[config.mk]
export PLATFORM = sky130hd
export DESIGN_NAME = rr_mux_arb
export DESIGN_NICKNAME = d
export VERILOG_FILES = /design/src/rtl/rr_mux_pkg.sv /design/src/rtl/rr_arb.sv /design/src/rtl/rr_mux_arb.sv
export SDC_FILE = /design/constraint.sdc
export NUM_CORES = 1
export LEC_CHECK = 0
export CORE_AREA = 2 2 39 41
export CTS_CLUSTER_SIZE = 12
export DETAILED_ROUTE_END_ITERATION = 6
export DIE_AREA = 0 0 41 43
export PLACE_DENSITY = 0.67
export SYNTH_ARGS = -nofsm -noshare
export SYNTH_HDL_FRONTEND = slang
export SYNTH_SLANG_ARGS = --single-unit
[constraint.sdc]
create_clock -name Clock -period 2.2 [get_ports Clock]
set_input_delay 0.66 -clock Clock [delete_from_list [all_inputs] [get_ports Clock]]
set_output_delay 0.66 -clock Clock [all_outputs]
set_load 0.02 [all_outputs]
[src/rtl/rr_mux_pkg.sv]
// rr_mux_pkg: shared channel-index width helper and reset values for rr_mux_arb
package rr_mux_pkg;
  localparam bit RST_VALID = 1'b0;
  localparam int RST_DATA = 0;
  localparam int RST_CHAN = 0;
  localparam int RST_PTR = 0;
  function automatic int cw_of(input int n);
    return $clog2(n) > 1 ? $clog2(n) : 1;
  endfunction
endpackage

[src/rtl/rr_arb.sv]
// rr_arb: round-robin grant of the first req at or after ptr with wrap; ports req, ptr -> one-hot grant, index g
module rr_arb import rr_mux_pkg::*; #(
  parameter int NCH = 3,
  parameter int CW = cw_of(NCH)
) (
  input  logic [NCH-1:0] req,
  input  logic [CW-1:0]  ptr,
  output logic [NCH-1:0] grant,
  output logic [CW-1:0]  g
);
  always_comb begin
    g = '0;
    for (int i = NCH - 1; i >= 0; i--)
      if (req[i] && i < int'(ptr)) g = CW'(i);
    for (int i = NCH - 1; i >= 0; i--)
      if (req[i] && i >= int'(ptr)) g = CW'(i);
    grant = (|req) ? NCH'(1) << g : '0;
  end
endmodule

[src/rtl/rr_mux_arb.sv]
// rr_mux_arb: round-robin NCH-to-1 registered mux; ports Clock, Resetn (async low), in_data/in_valid/in_ready, out_data/out_chan/out_valid/out_ready, plus force_en/force_sel when RR_MUX_ARB_FORCE_EN is defined
module rr_mux_arb import rr_mux_pkg::*; #(
  parameter int WIDTH = 2,
  parameter int NCH = 3,
  localparam int CW = cw_of(NCH)
) (
  input  logic                 Clock,
  input  logic                 Resetn,
  input  logic [NCH*WIDTH-1:0] in_data,
  input  logic [NCH-1:0]       in_valid,
  output logic [NCH-1:0]       in_ready,
  output logic [WIDTH-1:0]     out_data,
  output logic [CW-1:0]        out_chan,
  output logic                 out_valid,
  input  logic                 out_ready
`ifdef RR_MUX_ARB_FORCE_EN
  ,
  input  logic                 force_en,
  input  logic [CW-1:0]        force_sel
`endif
);
  logic [CW-1:0] ptr, arb_g, g;
  logic [NCH-1:0] arb_grant, grant;
  logic [WIDTH-1:0] lane [NCH];
  logic take, hold_ptr;
  for (genvar i = 0; i < NCH; i++) begin : g_lane
    assign lane[i] = in_data[i*WIDTH +: WIDTH];
  end
  rr_arb #(.NCH(NCH), .CW(CW)) u_arb (
    .req(in_valid),
    .ptr(ptr),
    .grant(arb_grant),
    .g(arb_g)
  );
`ifdef RR_MUX_ARB_FORCE_EN
  always_comb begin
    g = force_en ? force_sel : arb_g;
    grant = force_en ? in_valid & (NCH'(1) << force_sel) : arb_grant;
    hold_ptr = force_en;
  end
`else
  always_comb begin
    g = arb_g;
    grant = arb_grant;
    hold_ptr = 1'b0;
  end
`endif
  assign take = Resetn && (!out_valid || out_ready) && (|grant);
  assign in_ready = take ? grant : '0;
  always_ff @(posedge Clock or negedge Resetn)
    if (!Resetn) begin
      out_valid <= RST_VALID;
      out_data <= WIDTH'(RST_DATA);
      out_chan <= CW'(RST_CHAN);
      ptr <= CW'(RST_PTR);
    end else if (take) begin
      out_valid <= 1'b1;
      out_data <= lane[g];
      out_chan <= g;
      if (!hold_ptr) ptr <= (g == CW'(NCH - 1)) ? '0 : g + 1'b1;
    end else if (out_ready) out_valid <= 1'b0;
endmodule
==> impl_metrics.toml <==
[setup_path]
reg2reg_to = "out_data[1]"
crit_path_end_kind = "output port"
startpoint = "in_valid[2]"
cp_num_buf_inv = 2
crit_family = "buffers and inverters"
crit_chain = "dlygate4sd2_1, nor2b_1, o21ai_2, nand2_2, nor2_4, buf_6"
reg2reg_slack_ps = 830
cp-endpoint = "in_ready[1]"
ff2ff_path_depth = 5
path_class = "in2out"
cp_num_cells = 6
cp.required_ps = 1540
slowest_stage = "dlygate4sd2_1"
startpoint_type = "input pin"
cp.arrival_ps = 1560
timing.rr.start = "ptr[1]"
worstPathMaxFanout = 4
cpPeakStageDelay_ps = 270

[cts]
cts_tree = "built"
htreeDepth = 1
cts_inserted_buffers = 3
numClockSinks = 7
clkTransAtPathRegs_ps = 60
root_buffer = "clkbuf_4"
hold_buffers = 0
clock_latency_ps = 270
cts_buffer_depth = 2

[route]
drt_first_pass_iters = 4
final_antenna_net_count = 0
post-route-drc-count = 0
postRouteWirelength_microns = 1370
dr_total_vias = 562
wire_per_inst_microns = 12.8
drtIter0Drc = 7
routed_via_density = 5.25

[placed_design]
placed_area_sq_um = 787
dp_hpwl_microns = 1080
gp_congestion = 0.896
dpl.cell_count = 102
portBuffers = 19

[global_routing]
grt_pass1_vias = 550
grt_pass1_wl_microns = 2150
antenna_found_initial = 0
grt_max_degree = 9
gr-total-overflow = 0
grt_usage_pct = 18.7

[sta]
fmax_mhz = 451
rsz0062_at_grt = "yes"
min_period_ps = 2220
skew_ps = 6.53
worst_slack_ps = -15.8
setup_viol = 1
slew_headroom_pct = 73.7
period_share_pct = 101
tightest_slew_ps = 395
finalHoldViolations = 0
maxSlewViolCount = 0
fin_tns_setup_ps = -15.8

[yosys]
synth_area_leader_cell = "dfrtp_1"
ys_ff_latch = 7
postSynthAreaPerCell_sq_um = 9.04
yosys-top-cells-area = "dfrtp_1 40%, nand2_1 5.9%, a32o_1 4.5%"
ys.flop_type = "dfrtp_1"
yosysWarningCount = 0
yosysTopAreaCellShare_pct = 39.5
synthDistinctLibCells = 24
synthTopCellsByCount = "7 x dfrtp_1, 7 x nand2_1, 5 x nor2_1"
synth_edf_count = 0
synth_area_sq_um = 443
syn-num-nets = 61
async_reset_ff_share_pct = 100
synthCells = 49
ys_seq_area_share_pct = 39.5

[power_and_ir_drop]
leakagePower_nw = 0.392
peakVddDrop_mv = 0.358
p_per_area_nw_per_um2 = 669
power.share.sequential_pct = 31.1
switching_power_mw = 0.204
combinationalPowerShare_pct = 47.2
power_frac_clock_pct = 21.7
fin_total_pwr_mw = 0.571
swShare_pct = 35.7
p_int_mw = 0.367

[floorplanning]
die_h_microns = 43
core_area_sq_um = 1380
dieArea_sq_um = 1760
die_w_microns = 41
rows = 14
start_util_pct = 32.0
pin_count = 20

[flow_run]
max_cap_viol_count = 0

[hold_path]
min_path_type = "reg2reg"

[final_layout]
final_cells = 107
drive_gt1_share_pct = 44.0
antennaDiodeCount = 0
area_growth_pct = 92.7
final_area_sq_um = 853
final_nets = 104

[outcome]
violations = "negative setup slack"
status = "finished, violations left"
==> stage by stage <==
| stage | hold slack [ps] | util, % | setup slack [ps] |
|---|---|---|---|
| floorplan | 364 | - | 65.3 |
| global placement | 472 | 56.9 | -707 |
| detailed placement | 482 | 56.9 | -743 |
| CTS | 496 | 61.7 | 8.05 |
| global route | 510 | 61.7 | -43.3 |
| finish | 491 | 61.7 | -15.8 |
==> layout make-up <==
type | count | area, sq um
fillers | 132 | 531
multi-input cells | 39 | 282
inverters | 1 | 3.75
repair buffers | 40 | 345
well taps | 16 | 20.0
clock inverters | 1 | 5.00
clock buffers | 3 | 22.5
flip-flops and latches | 7 | 175
==> state kept, by name (all words and copies together) (netlist names) <==
register   flops
out_chan       2
ptr            2
out_valid      1
out_data       2
==> logic make-up (layout without fill, tap and decap cells) <==
| kind of cell | after synthesis | count (layout) | synth area share (%) |
|---|---|---|---|
| buffers and inverters | 3 | 45 | 4.52 |
| AND/OR/NAND/NOR | 22 | 22 | 24.3 |
| AO/OA/AOI/OAI | 17 | 17 | 31.6 |
| flip-flops | 7 | 7 | 39.5 |
==> cells in the final DEF, fill, tap and decap left out, types with 2 or more instances in the layout <==
cell type         n
a41oi_1           2
a32o_1            2
dfrtp_1           7
buf_4            20
o21ai_0           4
nor2_1            4
nand3_1           3
buf_6             4
nand2_1           5
dlygate4sd2_1     4
nand4_1           2
a31oi_1           2
clkbuf_4          3
clkdlybuf4s50_1  11
==> power groups by stage <==
stage / sequential, mW / clock, mW / combinational [mW]
after floorplan: 0.201 / 0 / 0.0901
after global placement: 0.177 / 0 / 0.251
after detailed placement: 0.178 / 0 / 0.255
after CTS: 0.177 / 0.129 / 0.268
after global routing: 0.182 / 0.139 / 0.289
final: 0.177 / 0.124 / 0.269
==> layer usage <==
| layer | routed length (microns) | track usage, % | share of wire [%] | up-vias |
|---|---|---|---|---|
| met5 | 0 | 0 | 0 | - |
| met4 | 14 | 11.3 | 1.0 | 0 |
| met3 | 86 | 7.85 | 6.3 | 2 |
| met2 | 734 | 29.1 | 53 | 18 |
| met1 | 538 | 19.7 | 39 | 268 |
| li1 | - | - | - | 274 |
==> how the worst min path moves through the flow <==
stage | startpoint | to | slack (ps) | depth (start not counted)
after CTS | out_chan[1] | out_chan[1] | 500 | 1
after global routing | Resetn | out_data[0] | 510 | 2
final | out_chan[1] | out_chan[1] | 490 | 1
after detailed placement | out_chan[1] | out_chan[1] | 480 | 1
after global placement | out_chan[0] | out_chan[0] | 470 | 2
after floorplan | Resetn | out_chan[0] | 360 | 0
==> repair_timing <==
item                       4_1_cts  5_1_grt
buffers inserted                 1        0
pin swaps                        2        0
setup endpoints to repair        3        3
gates resized for setup         32        3
(Power assumes the default switching activity.)
